===== src/rtl/eth_rx_frame_ctrl.sv =====
// Frame sequencer between the RX 8->32 buffer and uDMA: one-entry output register (1-cycle accept-to-valid),
// tready only while armed and the output slot is free or draining; drops tuser/oversize frames and counts them.
module eth_rx_frame_ctrl #(
   parameter int LEN_WIDTH      = 16,
   parameter int DROP_CNT_WIDTH = 8
) (
   input  logic                      clk_i,
   input  logic                      rst_i,
   input  logic                      cfg_en_i,
   input  logic                      cfg_continuous_i,
   input  logic                      cfg_clr_i,
   input  logic [LEN_WIDTH-1:0]      cfg_max_len_i,
   input  logic [31:0]               s_axis_tdata,
   input  logic [1:0]                s_axis_byte_count,
   input  logic                      s_axis_tvalid,
   input  logic                      s_axis_tuser,
   input  logic                      s_axis_tlast,
   output logic                      s_axis_tready,
   output logic [31:0]               data_rx_o,
   output logic [1:0]                data_rx_bytes_o,
   output logic                      data_rx_valid_o,
   input  logic                      data_rx_ready_i,
   output logic                      busy_o,
   output logic                      frame_done_o,
   output logic [LEN_WIDTH-1:0]      frame_len_o,
   output logic                      err_user_o,
   output logic                      err_ovf_o,
   output logic [DROP_CNT_WIDTH-1:0] drop_cnt_o
);

   typedef enum logic [1:0] {ST_IDLE, ST_RECV, ST_DROP, ST_DONE} state_e;

   state_e                    state_q, state_d;
   logic                      out_vld_q, out_vld_d;
   logic [31:0]               out_dat_q, out_dat_d;
   logic [1:0]                out_bytes_q, out_bytes_d;
   logic [LEN_WIDTH-1:0]      cnt_q, cnt_d;
   logic [LEN_WIDTH-1:0]      frame_len_q, frame_len_d;
   logic                      frame_done_q, frame_done_d;
   logic                      err_user_q, err_user_d;
   logic                      err_ovf_q, err_ovf_d;
   logic [DROP_CNT_WIDTH-1:0] drop_cnt_q, drop_cnt_d;

   logic                      accept;
   logic                      drop_evt;
   logic                      ovf;
   logic [LEN_WIDTH:0]        sum_ext;

   always_comb begin
      s_axis_tready = 1'b0;
      case (state_q)
         ST_RECV: s_axis_tready = ~out_vld_q | data_rx_ready_i;
         ST_DROP: s_axis_tready = 1'b1;
         default: s_axis_tready = 1'b0;
      endcase
   end

   assign accept  = s_axis_tvalid & s_axis_tready;
   // One extra bit so a sum past the limit is never hidden by wrap-around.
   assign sum_ext = {1'b0, cnt_q} + (LEN_WIDTH+1)'(s_axis_byte_count) + (LEN_WIDTH+1)'(1);
   assign ovf     = (cfg_max_len_i != '0) && (sum_ext > {1'b0, cfg_max_len_i});

   always_comb begin
      state_d      = state_q;
      out_vld_d    = out_vld_q & ~data_rx_ready_i;
      out_dat_d    = out_dat_q;
      out_bytes_d  = out_bytes_q;
      cnt_d        = cnt_q;
      frame_len_d  = frame_len_q;
      frame_done_d = 1'b0;
      err_user_d   = err_user_q;
      err_ovf_d    = err_ovf_q;
      drop_cnt_d   = drop_cnt_q;
      drop_evt     = 1'b0;

      case (state_q)
         ST_IDLE: begin
            if (cfg_en_i) begin
               state_d    = ST_RECV;
               err_user_d = 1'b0;
               err_ovf_d  = 1'b0;
            end
         end
         ST_RECV: begin
            if (accept) begin
               if (s_axis_tuser) begin
                  err_user_d = 1'b1;
                  drop_evt   = 1'b1;
                  state_d    = s_axis_tlast ? ST_DONE : ST_DROP;
               end else if (ovf) begin
                  err_ovf_d = 1'b1;
                  drop_evt  = 1'b1;
                  state_d   = s_axis_tlast ? ST_DONE : ST_DROP;
               end else begin
                  out_vld_d   = 1'b1;
                  out_dat_d   = s_axis_tdata;
                  out_bytes_d = s_axis_byte_count;
                  cnt_d       = sum_ext[LEN_WIDTH] ? '1 : sum_ext[LEN_WIDTH-1:0];
                  if (s_axis_tlast) state_d = ST_DONE;
               end
            end
         end
         ST_DROP: begin
            if (accept && s_axis_tlast) state_d = ST_DONE;
         end
         ST_DONE: begin
            cnt_d   = '0;
            state_d = cfg_continuous_i ? ST_RECV : ST_IDLE;
         end
      endcase

      if (drop_evt && (drop_cnt_q != '1)) drop_cnt_d = drop_cnt_q + DROP_CNT_WIDTH'(1);

      // Done pulse and length are registered on entry so both are visible during the DONE cycle.
      if (state_d == ST_DONE) begin
         frame_done_d = 1'b1;
         frame_len_d  = cnt_d;
      end

      if (cfg_clr_i) begin
         state_d      = ST_IDLE;
         out_vld_d    = 1'b0;
         cnt_d        = '0;
         err_user_d   = 1'b0;
         err_ovf_d    = 1'b0;
         drop_cnt_d   = '0;
         frame_done_d = 1'b0;
         frame_len_d  = frame_len_q;
      end
   end

   always_ff @(posedge clk_i) begin
      if (rst_i) begin
         state_q      <= ST_IDLE;
         out_vld_q    <= 1'b0;
         out_dat_q    <= '0;
         out_bytes_q  <= '0;
         cnt_q        <= '0;
         frame_len_q  <= '0;
         frame_done_q <= 1'b0;
         err_user_q   <= 1'b0;
         err_ovf_q    <= 1'b0;
         drop_cnt_q   <= '0;
      end else begin
         state_q      <= state_d;
         out_vld_q    <= out_vld_d;
         out_dat_q    <= out_dat_d;
         out_bytes_q  <= out_bytes_d;
         cnt_q        <= cnt_d;
         frame_len_q  <= frame_len_d;
         frame_done_q <= frame_done_d;
         err_user_q   <= err_user_d;
         err_ovf_q    <= err_ovf_d;
         drop_cnt_q   <= drop_cnt_d;
      end
   end

   assign data_rx_o       = out_dat_q;
   assign data_rx_bytes_o = out_bytes_q;
   assign data_rx_valid_o = out_vld_q;
   assign busy_o          = (state_q != ST_IDLE);
   assign frame_done_o    = frame_done_q;
   assign frame_len_o     = frame_len_q;
   assign err_user_o      = err_user_q;
   assign err_ovf_o       = err_ovf_q;
   assign drop_cnt_o      = drop_cnt_q;

endmodule


===== config.mk =====
export PLATFORM = sky130hd
export DESIGN_NAME = eth_rx_frame_ctrl
export DESIGN_NICKNAME = d
export VERILOG_FILES = /design/src/rtl/eth_rx_frame_ctrl.sv
export SDC_FILE = /design/constraint.sdc
export NUM_CORES = 1
export LEC_CHECK = 0
export ABC_AREA = 1
export BUFFER_PORTS_ARGS = -buffer_cell sky130_fd_sc_hd__buf_2
export CAP_MARGIN = 20
export CORE_MARGIN = 1.5
export CORE_UTILIZATION = 40
export CTS_CLUSTER_DIAMETER = 40
export DETAILED_ROUTE_END_ITERATION = 16
export PLACE_DENSITY_LB_ADDON = 0.08
export SLEW_MARGIN = 20
export SYNTH_ARGS = -nofsm -noshare
export SYNTH_HDL_FRONTEND = slang
export SYNTH_SLANG_ARGS = --single-unit

===== constraint.sdc =====
create_clock -name clk_i -period 3.9 [get_ports clk_i]
set_input_delay 0.585 -clock clk_i [delete_from_list [all_inputs] [get_ports clk_i]]
set_output_delay 0.585 -clock clk_i [all_outputs]
set_load 0.02 [all_outputs]

# [Yosys cells after proc, flatten, opt, wreduce, memory -nomap -nowiden]
# Cells that the tools add are included.
[totals] regBits=80 input_bits=59 out_inout_bits=64 word_cells=76
[classes] add_sub_neg=3 magnitude_cmp=1 n_eq_ne=10 n_mux=32 bitwise=8 reduce_logical=12
[op_table] operator="16-bit 2-to-1 mux" n=4
[op_table] operator="16-bit one-hot mux with 2 select lines" n=1
[op_table] operator="16-bit by 2-bit adder with 17-bit output" n=1
[op_table] operator="17-bit by 1-bit adder with 17-bit output (second input constant)" n=1
[op_table] operator="17-bit by 16-bit > comparator with 1-bit output" n=1
[op_table] operator="1-bit 2-to-1 mux" n=17
[op_table] operator="16-bit nonzero test" n=1
[op_table] operator="2-bit 2-to-1 mux" n=6
[op_table] operator="2-bit inequality test (second input constant)" n=5
[op_table] operator="8-bit by 1-bit adder with 8-bit output (second input constant)" n=1
[op_table] operator="8-bit inequality test (second input constant)" n=1
[op_table] operator="2-bit one-hot mux with 4 select lines" n=1
[op_table] operator="4-bit AND reduction" n=2
[op_table] operator="2-bit == test (second input constant)" n=3
[op_table] operator="1-bit one-hot mux with 2 select lines" n=3
[op_table] operator="1-bit NOT" n=5
[op_table] operator="5-bit AND reduction" n=1
[op_table] operator="2-bit nonzero test" n=2
[op_table] operator="1-bit logical AND" n=3
[op_table] operator="1-bit bitwise AND" n=2
[op_table] operator="2-bit by 1-bit == test with 1-bit output (second input constant)" n=1
[op_table] operator="2-bit zero test" n=1
[op_table] operator="2-bit AND reduction" n=1
[op_table] operator="2-bit OR reduction" n=1
[op_table] operator="1-bit OR" n=1

# [Logic depth before layout (Yosys ltp)]
# Gate-level depths: netlist (run 1).
[depth] ltp_word=10 ltp_mapped=28 depth_no_buf=27

# [Least setup slack after synthesis (run 1)]
# Ideal clock, no wire load.
[synth_timing] path_type="input -> register" startpoint="in s_axis_byte_count[0]" endpoint="reg frame_len_q[3] (netlist: frame_len_o[3])" setup_time_ns=0.113 t_arrival_ns=3.567 required_time_ns=3.787 path_slack_ns=0.220 path_stages=25 n_path_buf=1 path_cell_list="inv_1 -> ha_1 -> fa_1 -> nor2_4 -> nand3_1 -> nor3_1 -> xor2_1 -> inv_1 -> ha_1 -> nand2_1 -> nor2_1 -> nand4_1 -> nor2_1 -> nand2_1 -> nand2_2 -> nand2_4 -> nand3_2 -> clkbuf_1 -> nand2_1 -> nand3_1 -> nand2_1 -> inv_1 -> nand3_1 -> nand2_1 -> nor2_1"
[synth_via] elab_chain_cells=10 word_cells_on_any_way=15 classes_between="add/sub: 2; order compare: 1; eq/ne: 1; mux: 9; reduce/logical: 2"
[synth_rtl] item="start, declared" line="14" text="input logic [1:0] s_axis_byte_count,"
[synth_rtl] item="16-bit by 2-bit adder with 17-bit output *" line="60" text="assign sum_ext = {1'b0, cnt_q} + (LEN_WIDTH+1)'(s_axis_byte_count) + (LEN_WIDTH+1)'(1);"
[synth_rtl] item="17-bit by 1-bit adder with 17-bit output *" line="60"
[synth_rtl] item="17-bit by 16-bit > comparator with 1-bit output" line="61" text="assign ovf = (cfg_max_len_i != '0) && (sum_ext > {1'b0, cfg_max_len_i});"
[synth_rtl] item="1-bit logical AND" line="61"
[synth_rtl] item="2-bit 2-to-1 mux" line="90" text="end else if (ovf) begin"
[synth_rtl] item="2-bit 2-to-1 mux" line="86" text="if (s_axis_tuser) begin"
[synth_rtl] item="2-bit 2-to-1 mux" line="85" text="if (accept) begin"
[synth_rtl] item="2-bit one-hot mux with 4 select lines" line="76" text="case (state_q)"
[synth_rtl] item="2-bit == test" line="115" text="if (state_d == ST_DONE) begin"
[synth_rtl] item="2-bit AND reduction (no line)"
[synth_rtl] item="end signal, assigned" line="150" text="frame_len_q <= frame_len_d;"
[synth_rtl] item="end, declared" line="38" text="logic [LEN_WIDTH-1:0] frame_len_q, frame_len_d;"
# Mark *: on every way between the ends. The rest lies on a longest branch, timed or not.
# A chain may end at the register's enable or synchronous reset.

# [Final worst setup path (run 1)]
[layout_timing] startpoint="in s_axis_byte_count[0]" endpoint="reg frame_len_q[9] (netlist: frame_len_o[9])"
# Same word-level chain as after synthesis.

==> flow_summary.ini, run 1 <==
[run_status]
status = complete, no violations

[sta]
hold_viol = 0
rsz0062_at_grt = no
worst_pin_slew_ps = 739.0
finalSetupViolations = 0
drv_slew = 0
fin_ws_ps = 313.3
slew_headroom = 0.5068
fin_crit_ps = 3587
post-route-period-util = 0.9197
max_freq_mhz = 278.8
skew_ps = 8.429

[logic_synthesis]
yosysSeqAreaShare = 0.3515
syn_inst = 696
ys_warn_count = 0
syn_avg_cell_area_um2 = 6.547
synth_nets = 779
synth.distinct_cells = 32
synth_area_um2 = 4557
ys_seq_elements = 80

[power_and_ir_drop]
p_clk_frac = 0.456
p_comb_frac = 0.101
p_int_uw = 1415
leakage_uw = 0.002874
switching_share = 0.2486
peakVddDrop_mv = 0.3959
seq_power_share = 0.443
p_total_uw = 1883
p_sw_uw = 468.2
power_density_nw_per_um2 = 323.2

[critical_path]
worstPathArrival_ps = 3860
r2r-end = frame_len_o[9]$_SDFFE_PP0P_
cp_max_fo = 8
r2r-start = cnt_q[0]$_SDFF_PP0_
r2r_slack_ps = 340
crit_required_ps = 4170
rr_worst_depth = 26
critPathKind = in2reg
start_kind = input port
setup.worst_path.end_class = register

[floorplanning]
die-width_um = 109.7
coreArea_um2 = 10980
die_h_um = 109.7
fp-row-count = 38
start_util = 0.4149
dieArea_um2 = 12040
io_pins = 123

[detailed_routing]
ant_nets = 0
post_drt_via_cell_ratio = 4.827
vias = 4673
routedWlPerCell_um = 12.55
route.detailed.drc = 0
drt_first_iter_violations = 232
first_pass_iters = 5
wirelength_um = 12150

[worst_hold_path]
holdPathStages = 2
hold_path_class = reg2reg
hp-start = data_rx_o[8]$_SDFFE_PP0P_
hold_path_end = data_rx_o[8]$_SDFFE_PP0P_

[grt]
track_usage = 0.2159
grt_pass1_vias = 4618
antenna_found_initial = 0
grt_max_degree = 57
overflow = 0
grt_pass1_wl_um = 20380

[place]
dp.final_hpwl_um = 9041
port_buffers = 122
globalplace.congestion = 0.8566
pre_cts_slack_ps = -157.1

[cells_and_area]
fillers = 1117
drive_above_1_share = 0.2319
diodes = 0
syn_to_final_growth_pct = 27.90
num-nets-final = 906

[clock_network]
cts_buffer_depth = 2
ctsHtreeMaxLevel = 3
cts-hold-fix-buffers = 0
cts.reportedPaths.clkPinSlew_ps = 60
numCtsBuffers = 9
cts_tree = yes
clock-sinks = 80
clk_latency_ps = 340
ctsRootBufferMaster = clkbuf_16

[job]
maxCapViolations = 0
==> state kept, by name (all words and copies together), names as in the netlist <==
name / flops
data_rx_o: 32
frame_done_o: 1
frame_len_o: 16
err_user_o: 1
drop_cnt_o: 8
data_rx_valid_o: 1
state_q: 2
err_ovf_o: 1
data_rx_bytes_o: 2
cnt_q: 16
==> synthesized netlist by cell type <==
| master | count | share of area |
|---|---|---|
| nor2_4 | 4 | 0.0099 |
| nand3b_1 | 1 | 0.0016 |
| buf_1 | 2 | 0.0016 |
| buf_2 | 8 | 0.0088 |
| xor2_1 | 12 | 0.023 |
| o21ai_0 | 14 | 0.015 |
| a21oi_4 | 1 | 0.0036 |
| nand2_1 | 177 | 0.15 |
| nand2_4 | 3 | 0.0074 |
| nand3_2 | 2 | 0.0044 |
| nand3_1 | 76 | 0.083 |
| xnor2_1 | 1 | 0.0019 |
| nor2_1 | 97 | 0.080 |
| a211oi_1 | 2 | 0.0033 |
| ha_1 | 23 | 0.063 |
| and3_1 | 2 | 0.0027 |
| o21ai_1 | 1 | 0.0011 |
| nor2_8 | 1 | 0.0044 |
| o21bai_1 | 1 | 0.0016 |
| fa_1 | 1 | 0.0044 |
| nand4_1 | 8 | 0.011 |
| nor3_1 | 8 | 0.0088 |
| inv_1 | 95 | 0.078 |
| a21oi_1 | 48 | 0.053 |
| buf_4 | 1 | 0.0016 |
| clkbuf_1 | 16 | 0.013 |
| dfxtp_1 | 80 | 0.35 |
| buf_6 | 1 | 0.0025 |
| inv_2 | 2 | 0.0016 |
| nand2_2 | 5 | 0.0069 |
| nor2_2 | 2 | 0.0027 |
| a21o_1 | 1 | 0.0016 |
==> cells by family (layout without fill, tap and decap cells) <==
kind of cell / count (synthesis) / after routing / share of synthesized area
simple gates: 386 / 386 / 0.3690
fa+ha+maj: 24 / 24 / 0.06755
compound gates: 68 / 68 / 0.07935
flops: 80 / 80 / 0.3515
buf+inv: 125 / 257 / 0.1076
xor+xnor: 13 / 13 / 0.02499
==> cell usage in the layout, fill, tap and decap left out, types with 10 or more instances in the layout <==
cell type	synthesis	layout
nand2_1	177	176
buf_2	8	122
inv_1	95	95
nor2_1	97	95
dfxtp_1	80	79
nand3_1	76	73
a21oi_1	48	48
ha_1	23	20
buf_4	1	15
o21ai_0	14	14
xor2_1	12	12
clkbuf_16	0	10
==> cell type report <==
class,count,area [um^2],area share
multi-input combinational,491,2512,0.4311
sequential,80,1603,0.2750
timing repair buffer,144,868.3,0.1490
inverter,97,364.1,0.06247
clock buffer,10,239.0,0.04100
tap,140,175.2,0.03006
clock inverter,6,66.31,0.01138
==> worst max path at each step <==
| stage | start | endpoint | slack [ps] | cells after the start |
|---|---|---|---|---|
| 6_report | s_axis_byte_count[0] | frame_len_o[9]$_SDFFE_PP0P_ | 310 | 27 |
| 5_1_grt | cnt_q[0]$_SDFF_PP0_ | frame_len_o[1]$_SDFFE_PP0P_ | 0.2 | 27 |
| 4_1_cts | s_axis_byte_count[0] | frame_len_o[9]$_SDFFE_PP0P_ | 190 | 25 |
| 3_5_place_dp | s_axis_byte_count[0] | frame_len_o[1]$_SDFFE_PP0P_ | -160 | 26 |
| 3_3_place_gp | s_axis_byte_count[0] | frame_len_o[13]$_SDFFE_PP0P_ | -1 | 27 |
| 2_1_floorplan | s_axis_byte_count[0] | frame_len_o[3]$_SDFFE_PP0P_ | 220 | 25 |
==> stage by stage <==
| step | util | hold WS, ps | setup TNS (ps) | cell area, um^2 | instances |
|---|---|---|---|---|---|
| after floorplan | - | 518.5 | 0 | 4557 | 696 |
| after global placement | 0.4957 | 444.6 | -3.788 | 5444 | 950 |
| after detailed placement | 0.4957 | 451.8 | -5419 | 5444 | 950 |
| after CTS | 0.5235 | 462.0 | 0 | 5749 | 966 |
| after global routing | 0.5306 | 479.7 | 0 | 5828 | 968 |
| final | 0.5306 | 458.5 | 0 | 5828 | 968 |
==> metal layers <==
metal,vias up,track usage,share of wire
met5,-,0,0
met4,0,0.06865,0.018
met3,17,0.07647,0.061
met2,111,0.3744,0.48
met1,2114,0.2467,0.44
li1,2431,-,-
==> power by group through the flow <==
stage | Combinational [uW] | Clock [uW] | Sequential, uW
after CTS | 188 | 881 | 834
final | 191 | 859 | 834
after global placement | 183 | 0 | 852
after detailed placement | 187 | 0 | 852
after global routing | 214 | 917 | 835
after floorplan | 98.5 | 0 | 863
==> critical path, stage by stage <==
cell and delay (ps):
buf_2 100, inv_1 40, ha_2 200, fa_2 420, nor2_4 110, nand3_2 100
nor2_1 140, xor2_1 220, inv_1 80, ha_1 320, nand3_1 110, nor2_1 100
nand4_1 110, nor2_2 170, nor2_4 60, nand2_4 90, nand2_4 60, nand2_1 60
nand2_1 50, nand2_1 80, nand2_1 60, nand2_1 70, nand2_2 120, buf_12 160
nand3_1 60, nand2_1 60, nor2_1 110
==> what timing repair did <==
| item | 4_1_cts | 5_1_grt |
|---|---|---|
| buffers inserted | 0 | 1 |
| endpoints found under the setup margin | 0 | 55 |
| resized for setup | 0 | 11 |
Power figures use the tool's default switching activity.
==> run 2: changes to the inputs <==
- BUFFER_PORTS_ARGS: -buffer_cell sky130_fd_sc_hd__buf_2 -> not set
- DONT_BUFFER_PORTS: not set -> 1
==> run 2 against run 1 <==
Sequential share of layout area increased by 4.0 points. Sequential cell count unchanged. Register-to-register slack about the same. Combinational power is 35% lower. Non-clock buffer count fell by 130. First-iteration DRC count rose by 0.43%. Hold slack got worse by 140 ps. Global-route usage shrank 0.93 points. Cell count decreased by 14%. Clock-buffer cell count unchanged.
==> flow_summary.ini, run 2 (synthesis gave the netlist of run 1 again) <==
[run_status]
status = complete, no violations

[detailed_routing]
drt_first_iter_violations = 233
vias = 4183
routedWlPerCell_um = 14.17
ant_nets = 0
route.detailed.drc = 0
first_pass_iters = 4
post_drt_via_cell_ratio = 4.998
wirelength_um = 11860

[place]
port_buffers = 0
pre_cts_slack_ps = -109.0
placedInstanceArea_um2 = 4748
dp.final_hpwl_um = 8502
globalplace.congestion = 0.8656

[sta]
fin_ws_ps = 344.8
worst_pin_slew_ps = 833.4
max_freq_mhz = 281.3
hold_viol = 0
fin_crit_ps = 3555
drv_slew = 0
post-route-period-util = 0.9116
fin_hold_ws_ps = 313.9
finalSetupViolations = 0
slew_headroom = 0.4438
skew_ps = 7.754

[power_and_ir_drop]
seq_power_share = 0.464
peakVddDrop_mv = 0.2525
p_sw_uw = 448.6
switching_share = 0.2457
p_clk_frac = 0.467
p_total_uw = 1826
power_density_nw_per_um2 = 359.0
p_int_uw = 1377
leakage_uw = 0.002232
p_comb_frac = 0.069

[critical_path]
start_kind = register
setup.worst_path.end_class = register
crit_required_ps = 4130
critPathKind = reg2reg
worstPathArrival_ps = 3790
cp_max_fo = 15

[cells_and_area]
diodes = 0
final_cell_mix = 177 x nand2_1, 95 x inv_1, 95 x nor2_1, 80 x dfxtp_1, 74 x nand3_1
syn_to_final_growth_pct = 11.61
multi_input_area_um2 = 2492
fin_area_um2 = 5086
post-route-util = 0.4631
num-nets-final = 776
largest_reg_flops = 32
seqCellArea_um2 = 1602
fillers = 1140
drive_above_1_share = 0.08178
layout_commonest_cell = nand2_1

[worst_hold_path]
hold_path_class = in2reg

[floorplanning]
die-width_um = 109.7
coreArea_um2 = 10980
start_util = 0.4149
io_pins = 123
dieArea_um2 = 12040
die_h_um = 109.7
fp-row-count = 38

[clock_network]
ctsRootBufferMaster = clkbuf_16
clk_latency_ps = 340
cts.reportedPaths.clkPinSlew_ps = 60
numCtsBuffers = 9
cts-hold-fix-buffers = 0
clock-sinks = 80
ctsHtreeMaxLevel = 3
cts_tree = yes
cts_buffer_depth = 2

[grt]
track_usage = 0.2066
use_met3 = 0.05631
grt_use_met1 = 0.2440
grt_max_degree = 57
overflow = 0
top_usage_layer = met2
grt_pass1_wl_um = 19090
grt_pass1_vias = 4048
antenna_found_initial = 0
grt_util_met2 = 0.3571

[job]
maxCapViolations = 0
-- run 2: cell count changes in the layout (fill, tap and decap cells not counted), moves of 2 or more --
cell	previous run	this run
clkinv_4	2	0
buf_4	15	10
buf_12	6	4
buf_2	122	0
-- run 2: worst max-delay path, stage by stage (launching register included) --
cell and delay [ps]:
dfxtp_1 330, inv_1 60, ha_2 190, fa_2 420, nor2_4 130, nand3_2 110
nor3_2 200, xor2_1 160, inv_1 70, ha_1 300, nand2_1 70, nor2_2 100
nand4_1 80, nor2_1 110, nand2_1 70, nand2_2 100, nand2_4 70, nand2_4 70
nand2_1 50, nand2_1 60, nand2_1 80, nand2_1 100, nand2_1 50, nand2_1 110
buf_12 150, nand3_1 110, nand2_1 80, nor2_1 40
-- run 2: final timing paths --
path / startpoint / end / slack, ps / cells past startpoint
worst max register to register: cnt_q[0]$_SDFF_PP0_ / frame_len_o[10]$_SDFFE_PP0P_ / 340 / 27
worst min register to register: data_rx_o[31]$_SDFFE_PP0P_ / data_rx_o[31]$_SDFFE_PP0P_ / 560 / 2
worst min-delay path: rst_i / data_rx_o[31]$_SDFFE_PP0P_ / 310 / 1
worst max-delay path: cnt_q[0]$_SDFF_PP0_ / frame_len_o[10]$_SDFFE_PP0P_ / 340 / 27
-- run 2: repair_timing --
item,in CTS,in global routing
setup endpoints to repair,0,67
setup buffers,0,2
gates resized for setup,0,10
-- run 2: cell type report --
| class | count | area share |
|---|---|---|
| Tap cell | 140 | 0.03444 |
| Inverter | 97 | 0.07208 |
| Sequential cell | 80 | 0.3149 |
| Clock buffer | 10 | 0.04699 |
| Timing Repair Buffer | 14 | 0.03050 |
| Multi-Input combinational cell | 491 | 0.4900 |
| Clock inverter | 5 | 0.01107 |
-- run 2: stage by stage --
stage          instances  TNS, ps
4_1_cts              835        0
2_1_floorplan        696        0
5_1_grt              837   -20.87
3_3_place_gp         820    -4976
3_5_place_dp         820    -3800
6_report             837        0
-- run 2: routing by layer --
metal / part of all wire / vias to the layer above
met5: 0 / -
met4: 0.015 / 0
met3: 0.063 / 12
met2: 0.48 / 112
met1: 0.44 / 1891
li1: - / 2168
-- run 2: power groups by stage --
stage	clock [uW]	combinational, uW	sequential [uW]
2_1_floorplan	0	98.5	863
3_3_place_gp	0	122	867
3_5_place_dp	0	124	867
4_1_cts	877	124	848
5_1_grt	910	143	849
6_report	853	125	848
